--- config.mk ---
export PLATFORM = sky130hd
export DESIGN_NAME = row_scan_sequencer_flat
export DESIGN_NICKNAME = d
export VERILOG_FILES = /design/src/rtl/row_scan_pkg.sv /design/src/rtl/row_scan_if.sv /design/src/rtl/scan_timer.sv /design/src/rtl/row_scan_sequencer.sv /design/src/flat_wrapper.sv
export SDC_FILE = /design/constraint.sdc
export NUM_CORES = 1
export LEC_CHECK = 0
export CAP_MARGIN = 20
export CORE_MARGIN = 2
export CORE_UTILIZATION = 35
export CTS_BUF_LIST = sky130_fd_sc_hd__clkbuf_8
export CTS_CLUSTER_SIZE = 28
export DETAILED_ROUTE_END_ITERATION = 8
export RECOVER_POWER = 50
export SLEW_MARGIN = 20
export SYNTH_ARGS = -nofsm -noshare
export SYNTH_HDL_FRONTEND = slang
export SYNTH_HIERARCHICAL = 1
export SYNTH_SLANG_ARGS = --single-unit
export TNS_END_PERCENT = 100
--- constraint.sdc ---
create_clock -name clk -period 2.77 [get_ports clk]
set_clock_uncertainty 0.15 [all_clocks]
set_input_delay 0.554 -clock clk [delete_from_list [all_inputs] [get_ports clk]]
set_output_delay 0.554 -clock clk [all_outputs]
set_load 0.01 [all_outputs]
--- src/rtl/row_scan_pkg.sv ---
// row_scan_pkg: shared state encoding, sizes and next-row selection for the row scan sequencer
package row_scan_pkg;
  localparam int ROW_IDX_W = 3;
  localparam int MAX_ROWS = 8;
  typedef enum logic [1:0] {IDLE, BLANK, DWELL} state_t;
  // Lowest enabled row above idx, else wrap to the lowest enabled row
  function automatic logic [ROW_IDX_W-1:0] next_row(input logic [ROW_IDX_W-1:0] idx,
                                                    input logic [MAX_ROWS-1:0] mask,
                                                    input int num_rows);
    logic [ROW_IDX_W-1:0] lo, hi;
    logic hf;
    lo = '0;
    hi = '0;
    hf = 1'b0;
    for (int r = MAX_ROWS - 1; r >= 0; r--) begin
      if (mask[r] && r < num_rows) begin
        lo = ROW_IDX_W'(r);
        if (r > int'(idx)) begin
          hi = ROW_IDX_W'(r);
          hf = 1'b1;
        end
      end
    end
    return hf ? hi : lo;
  endfunction
endpackage

--- src/rtl/row_scan_if.sv ---
// row_scan_if: scan control and decoder-side outputs; row_mask exists only with ROW_MASK_EN
interface row_scan_if;
  import row_scan_pkg::*;
  logic en;
`ifdef ROW_MASK_EN
  logic [MAX_ROWS-1:0] row_mask;
`endif
  logic [ROW_IDX_W-1:0] row_idx;
  logic row_valid;
  logic frame_start;
  logic row_done;
  modport master(input en,
`ifdef ROW_MASK_EN
    input row_mask,
`endif
    output row_idx, row_valid, frame_start, row_done);
  modport slave(output en,
`ifdef ROW_MASK_EN
    output row_mask,
`endif
    input row_idx, row_valid, frame_start, row_done);
endinterface

--- src/rtl/scan_timer.sv ---
// scan_timer: loadable down-counter that stops at zero
module scan_timer #(
  parameter int W = 4
) (
  input  logic         clk,
  input  logic         rst_n,
  input  logic         load,
  input  logic [W-1:0] load_val,
  output logic [W-1:0] cnt,
  output logic         zero
);
  assign zero = cnt == '0;
  always_ff @(posedge clk or negedge rst_n) begin
    if (!rst_n) cnt <= '0;
    else if (load) cnt <= load_val;
    else if (!zero) cnt <= cnt - 1'b1;
  end
endmodule

--- src/rtl/row_scan_sequencer.sv ---
// row_scan_sequencer: blank/dwell row scanner for the 3-to-8 decoder; ROW_MASK_EN adds row_mask skipping
module row_scan_sequencer
  import row_scan_pkg::*;
#(
  parameter int NUM_ROWS = 8,
  parameter int DWELL_CYCLES = 1000,
  parameter int BLANK_CYCLES = 2
) (
  input logic clk,
  input logic rst_n,
  row_scan_if.master io
);
  localparam int TW = $clog2((DWELL_CYCLES > BLANK_CYCLES ? DWELL_CYCLES : BLANK_CYCLES) + 1);
  localparam logic [MAX_ROWS-1:0] LIM = MAX_ROWS'((9'd1 << NUM_ROWS) - 9'd1);
  state_t state, nxt;
  logic [TW-1:0] cnt, load_val;
  logic zero, load, go, wrap;
  logic [MAX_ROWS-1:0] mask;
  logic [ROW_IDX_W-1:0] first, step;
`ifdef ROW_MASK_EN
  assign mask = io.row_mask;
`else
  assign mask = '1;
`endif
  assign first = next_row(ROW_IDX_W'(MAX_ROWS - 1), mask, NUM_ROWS);
  assign step = next_row(io.row_idx, mask, NUM_ROWS);
  assign wrap = state == IDLE || step <= io.row_idx;
  always_comb begin
    go = io.en && |(mask & LIM);
    nxt = state == IDLE  ? (go ? BLANK : IDLE) :
          state == BLANK ? (zero ? DWELL : BLANK) :
          zero ? (go ? BLANK : IDLE) : DWELL;
    load = nxt != state;
    load_val = nxt == BLANK ? TW'(BLANK_CYCLES - 1) : nxt == DWELL ? TW'(DWELL_CYCLES - 1) : '0;
  end
  scan_timer #(.W(TW)) u_tmr (
    .clk(clk), .rst_n(rst_n), .load(load), .load_val(load_val), .cnt(cnt), .zero(zero)
  );
  always_ff @(posedge clk or negedge rst_n) begin
    if (!rst_n) begin
      state <= IDLE;
      io.row_idx <= '0;
      io.row_valid <= 1'b0;
      io.frame_start <= 1'b0;
      io.row_done <= 1'b0;
    end else begin
      state <= nxt;
      io.row_valid <= nxt == DWELL;
      io.frame_start <= load && nxt == BLANK && wrap;
      io.row_done <= nxt == DWELL && (load ? DWELL_CYCLES == 1 : cnt == TW'(1));
      if (load && nxt == BLANK) io.row_idx <= state == IDLE ? first : step;
    end
  end
endmodule

--- src/flat_wrapper.sv ---
// flat-port wrapper written by rule: the top's interface ports become plain ports
module row_scan_sequencer_flat import row_scan_pkg::*;
#(
  parameter int NUM_ROWS = 8,
  parameter int DWELL_CYCLES = 1000,
  parameter int BLANK_CYCLES = 2
)
  (clk, rst_n, io_en, io_row_idx, io_row_valid, io_frame_start, io_row_done);
  row_scan_if io_i ();
  input logic clk;
  input logic rst_n;
  input wire logic [$bits(io_i.en)-1:0] io_en;
  output wire logic [$bits(io_i.row_idx)-1:0] io_row_idx;
  output wire logic [$bits(io_i.row_valid)-1:0] io_row_valid;
  output wire logic [$bits(io_i.frame_start)-1:0] io_frame_start;
  output wire logic [$bits(io_i.row_done)-1:0] io_row_done;
  assign io_i.en = io_en;
  assign io_row_idx = io_i.row_idx;
  assign io_row_valid = io_i.row_valid;
  assign io_frame_start = io_i.frame_start;
  assign io_row_done = io_i.row_done;
  row_scan_sequencer #(.NUM_ROWS(NUM_ROWS), .DWELL_CYCLES(DWELL_CYCLES), .BLANK_CYCLES(BLANK_CYCLES)) u_core (.clk(clk), .rst_n(rst_n), .io(io_i));
endmodule
Word-level counts from Yosys, hierarchy flattened --
Cells that the tools add are included.
Operators by class: bitwise operators 0, multiply operators 0, div/mod/pow operators 0, equality and inequality tests 6, mux-type cells 26, shift operators 0, reduce and logical (&&, ||, !) cells 6, $add $sub $neg 1, order comparisons 8
Operator list (number):
- $mux W10 | 4
- $mux W3 | 9
- $gt A3 B3 Y1 const A | 4
- $eq A10 B1 Y1 const B | 1
- $logic_not A10 Y1 | 1
- $sub A10 B1 Y10 const B | 1
- $mux W1 | 9
- $mux W2 | 4
- $gt A2 B3 Y1 const A | 2
- $eq A2 B1 Y1 const B | 2
- $gt A1 B3 Y1 const A | 1
- $le A3 B3 Y1 | 1
- $logic_and A1 B1 Y1 | 3
- $eq A2 B2 Y1 const B | 1
- $logic_not A2 Y1 | 1
- $ne A2 B2 Y1 | 1
- $ne A2 B2 Y1 const B | 1
- $logic_or A1 B1 Y1 | 1
Word-level totals: register bits after elaboration 18, bits in latches 0, input bits 3, output and inout port bits 6, memory bits (read-only) 0, memory bits (writable) 0, memories 0, word-level logic and storage cells 53

Depth between registers and ports, before layout --
depth after elaboration 12, mapped depth 13, gate-level depth less buffers 11

Cells and area by module --
Netlist, hierarchy kept.
By module, submodules not included:
- row_scan_sequencer | sequential area each 200.2 um^2, cells an instance 66, times used 1, area an instance 610.6 um^2
- scan_timer | sequential area each 250.2 um^2, cells an instance 62, times used 1, area an instance 598.1 um^2

Worst setup path after synthesis --
OpenSTA, ideal clock, no wires.
path kind reg-to-reg, start register u_core.u_tmr.cnt[0], end register u_core.u_tmr.cnt[1], period minus slack after synthesis 2.657 ns, stages on the path, launching flop included 13, setup slack 0.113 ns, data arrival time 2.382 ns, cell sequence dfrtp_1 > inv_1 > ha_1 > nor2b_1 > and3_1 > buf_6 > mux2_4 > nor2_1 > a21oi_1 > clkbuf_1 > inv_1 > clkbuf_1 > mux2_4
On the way: elaborated cells between the ends (all ways) 14
RTL lines:
- start, declared | RTL line scan_timer.sv:9 | output logic [W-1:0] cnt,
- start signal, assigned | RTL line scan_timer.sv:15 | else if (load) cnt <= load_val;
- start signal, assigned | RTL line scan_timer.sv:16 | else if (!zero) cnt <= cnt - 1'b1;
- $logic_not A10 Y1 * | RTL line scan_timer.sv:12 | assign zero = cnt == '0;
- via u_core.zero | RTL line row_scan_sequencer.sv:17 | logic zero, load, go, wrap;
- $mux W2, on equally long branches | RTL line row_scan_sequencer.sv:32, row_scan_sequencer.sv:31
- $mux W2 * | RTL line row_scan_sequencer.sv:31 | state == BLANK ? (zero ? DWELL : BLANK) :
- $mux W2 * | RTL line row_scan_sequencer.sv:30 | nxt = state == IDLE ? (go ? BLANK : IDLE) :
- $ne A2 B2 Y1 * | RTL line row_scan_sequencer.sv:33 | load = nxt != state;
- via u_core.load | RTL line row_scan_sequencer.sv:17
- $ne A2 B2 Y1 (no line) / $mux W10 (equally long branches)
The timed path passes the listed nets; every way through them passes the cells marked *. The select of a mux whose other input is x is not followed. A chain may end at the register's enable or synchronous reset.

Final worst setup path --
start register u_core.u_tmr.cnt[1], end register u_core.io.row_idx[0]
On the way: cells in the longest elaborated chain, start to end 6, elaborated cells between the ends (all ways) 8
Ends and longest elaborated chain:
- $logic_not A10 Y1 * | RTL line scan_timer.sv:12
- via u_core.zero | RTL line row_scan_sequencer.sv:17
- $mux W2, on equally long branches | RTL line row_scan_sequencer.sv:32, row_scan_sequencer.sv:31
- $mux W2 * | RTL line row_scan_sequencer.sv:31
- $mux W2 * | RTL line row_scan_sequencer.sv:30
- via u_core.nxt[0] | RTL line row_scan_sequencer.sv:15 | state_t state, nxt;
- $ne A2 B2 Y1 / $eq A2 B1 Y1 (equally long branches) | RTL line row_scan_sequencer.sv:33, row_scan_sequencer.sv:51
- $logic_and A1 B1 Y1 * | RTL line row_scan_sequencer.sv:51 | if (load && nxt == BLANK) io.row_idx <= state == IDLE ? first : step;
- end signal, assigned | RTL line row_scan_sequencer.sv:51
- end, declared | RTL line row_scan_if.sv:16 | output row_idx, row_valid, frame_start, row_done);
The timed path passes the listed nets; every way through them passes the cells marked *.

==> out/results.tsv <==
metric	value	unit
launching instance or port of the critical path	u_core/u_tmr/cnt[1]$_DFFE_PN0P_	
beginning of the worst hold path	u_core/io.row_idx[2]$_DFFE_PN0P_	
overall routed net length	2300	um
total via count after detailed routing	933	
count of boundary I/O pins	9	
P&R area growth vs syn	17.7	%
post-route DRC violation count	0	
count of flip-flops with a built-in enable after synthesis	0	
Worst Setup End Kind	flip-flop	
initial antenna violation count	0	
Synth warnings	6	
postcts setup bufs	0	
number of resized instances in the post-cts repair step	0	
wire length of the first global-routing pass	4130	um
post-synthesis sequential area ratio	0.373	
number of diodes added for antenna fixing	0	
global routing usage summed across all routing layers	0.131	
CORE AREA	0.00334	mm2
Setup-failing EPs final	0	
highest achievable clock rate	401	MHz
Leak Pwr	0.627	nW
most used cells in the layout excluding fill and tap cells	18 x sky130_fd_sc_hd__dfrtp_1, 12 x sky130_fd_sc_hd__nor2_1, 10 x sky130_fd_sc_hd__inv_1	
area of placed instances	0.00136	mm2
Die Ht	62.8	um
die extent in x	62.8	um
post-synthesis register bit count	18	
number of port buffers	8	
summed negative setup slack over all endpoints	0	ns
CTS Buffer Depth	2	
total clock buffers created by CTS	3	
clock edge transition at the registers on the reported setup and hold paths	0.06	ns
number of nets with antenna violations after detailed routing	0	
area of the mapped netlist	0.00121	mm2
Tcrit/Tclk final	0.901	
outcome	finished, final reports clean	
area enclosed by the die boundary	0.00394	mm2
cell area power density	1110	mW/mm2
cell count after synthesis	128	
final weighted congestion of routability-driven global placement	0.814	
first-pass iteration count of the detailed router	4	
num rows	21	
Arrival @ worst endpoint	2.51	ns
Critical Path Start Type	flip-flop	
clock sink count	18	
Layout Nets	155	
MaxCap Viol Count	0	
Syn Area/Cell	9.44	um2
count of H-tree levels built during CTS	1	
most common flop cell mapped by yosys	sky130_fd_sc_hd__dfrtp_1	
worst setup path class	flip-flop to flip-flop	
worst path required time	2.78	ns
vias in the first global route	906	
routed length per instance	12.2	um
Hold Crit Class	flip-flop to flip-flop	
clock tree from TritonCTS	done	
worst slew pin tran	0.955	ns
time the worst path needs with I/O delays and setup	2.50	ns
worst max-slew margin expressed relative to the limit	0.363	
final hold violation count	0	
Detailed Route Iter0 Violations	64	
maximum number of pins on one net before global-route repair	19	
share of post-route cells with drive strength above 1	0.113	
detailed placement HPWL	1710	um
clock latency of the later-clocked register in the worst-skew pair	0.25	ns
DR vias/cell	4.96	
pins over their slew limit	0	
fin area	0.00142	mm2
post-synth cell types	36	
Worst R2R Start	u_core/u_tmr/cnt[1]$_DFFE_PN0P_	
master cell of the clock root buffer	sky130_fd_sc_hd__clkbuf_8	
effective utilization at floorplan	0.362	
peak fanout along the critical path	7	
Worst IR Drop VDD	0.331	mV
Remaining Overflow, GRT	0	
most common library cell in the layout ignoring fill and taps	sky130_fd_sc_hd__dfrtp_1	
setup repair after global routing missed its margin	false	
total of hold buffers inserted after clock tree synthesis	0	
async set-or-reset flop fraction in the synthesized netlist	1.00	
==> report_power, final <==
part | switching, mW | leakage, nW | internal [mW]
clock | 0.0858 | 0.0288 | 0.126
combinational | 0.409 | 0.376 | 0.395
sequential | 0.183 | 0.222 | 0.376
==> per-layer routing <==
layer / part of all wire / GRT usage / vias to the layer above
met5: 0 / 0 / -
met4: 0.010 / 0.0333 / 0
met1: 0.49 / 0.184 / 433
li1: - / - / 474
met3: 0.056 / 0.0414 / 4
met2: 0.44 / 0.194 / 22
==> cell families (layout without fill, tap and decap cells) <==
| logic type | count (synthesis) | after routing | synth area share |
|---|---|---|---|
| buffers and inverters | 14 | 27 | 0.0559 |
| and+or+nand+nor | 42 | 42 | 0.192 |
| adders and majority gates | 9 | 9 | 0.0932 |
| AOI/OAI and AO/OA | 32 | 32 | 0.182 |
| xor gates and xnor gates | 6 | 6 | 0.0435 |
| DFF | 18 | 18 | 0.373 |
| muxes | 6 | 6 | 0.0580 |
| other | 1 | 2 | 0.00310 |
==> Yosys cell counts, types with 2 or more instances <==
cell | number | share of area
sky130_fd_sc_hd__ha_1 | 9 | 0.093
sky130_fd_sc_hd__clkbuf_1 | 2 | 0.0062
sky130_fd_sc_hd__nor2b_1 | 5 | 0.026
sky130_fd_sc_hd__nor2_1 | 12 | 0.037
sky130_fd_sc_hd__nor4_1 | 3 | 0.016
sky130_fd_sc_hd__o31ai_1 | 4 | 0.025
sky130_fd_sc_hd__a21oi_1 | 9 | 0.037
sky130_fd_sc_hd__xor2_1 | 3 | 0.022
sky130_fd_sc_hd__nor3_1 | 3 | 0.012
sky130_fd_sc_hd__o21ai_0 | 9 | 0.037
sky130_fd_sc_hd__buf_6 | 2 | 0.019
sky130_fd_sc_hd__inv_1 | 10 | 0.031
sky130_fd_sc_hd__a211oi_1 | 2 | 0.012
sky130_fd_sc_hd__nand2b_1 | 2 | 0.010
sky130_fd_sc_hd__nand3_1 | 2 | 0.0083
sky130_fd_sc_hd__mux2i_1 | 4 | 0.033
sky130_fd_sc_hd__xnor2_1 | 3 | 0.022
sky130_fd_sc_hd__a21o_1 | 2 | 0.012
sky130_fd_sc_hd__nand2_1 | 7 | 0.022
sky130_fd_sc_hd__dfrtp_1 | 18 | 0.37
sky130_fd_sc_hd__mux2_4 | 2 | 0.025
==> critical path, stage by stage (launching register included) <==
cell and delay, ns:
sky130_fd_sc_hd__dfrtp_1 0.40, sky130_fd_sc_hd__inv_1 0.08, sky130_fd_sc_hd__ha_1 0.22, sky130_fd_sc_hd__nor2b_1 0.15
sky130_fd_sc_hd__and3_2 0.23, sky130_fd_sc_hd__buf_4 0.16, sky130_fd_sc_hd__inv_1 0.07, sky130_fd_sc_hd__mux2i_1 0.08
sky130_fd_sc_hd__o21ai_1 0.23, sky130_fd_sc_hd__ha_1 0.25, sky130_fd_sc_hd__o221ai_4 0.15, sky130_fd_sc_hd__o31ai_1 0.24
==> flip-flops by register name (all words and copies together), names as in the netlist <==
signal	count
u_core/io.row_idx	3
u_core/u_tmr/cnt	10
u_core/io.row_valid	1
u_core/io.frame_start	1
u_core/state	2
u_core/io.row_done	1
==> stage by stage <==
step	utilization	power [mW]	hold WS (ns)	instances	setup slack, ns
finish	0.426	1.57	0.439	188	0.275
global route	0.426	1.74	0.482	188	0.000628
detailed placement	0.407	1.36	0.426	184	0.0771
global placement	0.407	1.33	0.418	184	0.273
floorplan	-	1.15	0.108	129	0.113
CTS	0.423	1.58	0.442	188	0.0770
==> final cells by class <==
type	count	area, um2
repair buffers	13	114
inverters	10	37.5
well taps	46	57.6
clock buffers	4	55.1
fillers	333	1910
multi-input cells	97	708
flip-flops and latches	18	450
==> path summary, 6_finish.rpt <==
| path | endpoint | slack [ns] | cells past startpoint |
|---|---|---|---|
| setup / recovery | u_core/io.row_idx[0]$_DFFE_PN0P_ | 0.27 | 11 |
| hold / removal | u_core/io.row_idx[2]$_DFFE_PN0P_ | 0.44 | 1 |
| setup reg to reg | u_core/io.row_idx[0]$_DFFE_PN0P_ | 0.27 | 11 |
| hold reg to reg | u_core/io.row_idx[2]$_DFFE_PN0P_ | 0.44 | 1 |
| max in group asynchronous | u_core/u_tmr/cnt[6]$_DFFE_PN0P_ | 1.07 | 2 |
| min in group asynchronous | u_core/u_tmr/cnt[4]$_DFFE_PN0P_ | 0.82 | 2 |
Note: power is estimated with default switching activity, not from simulation.
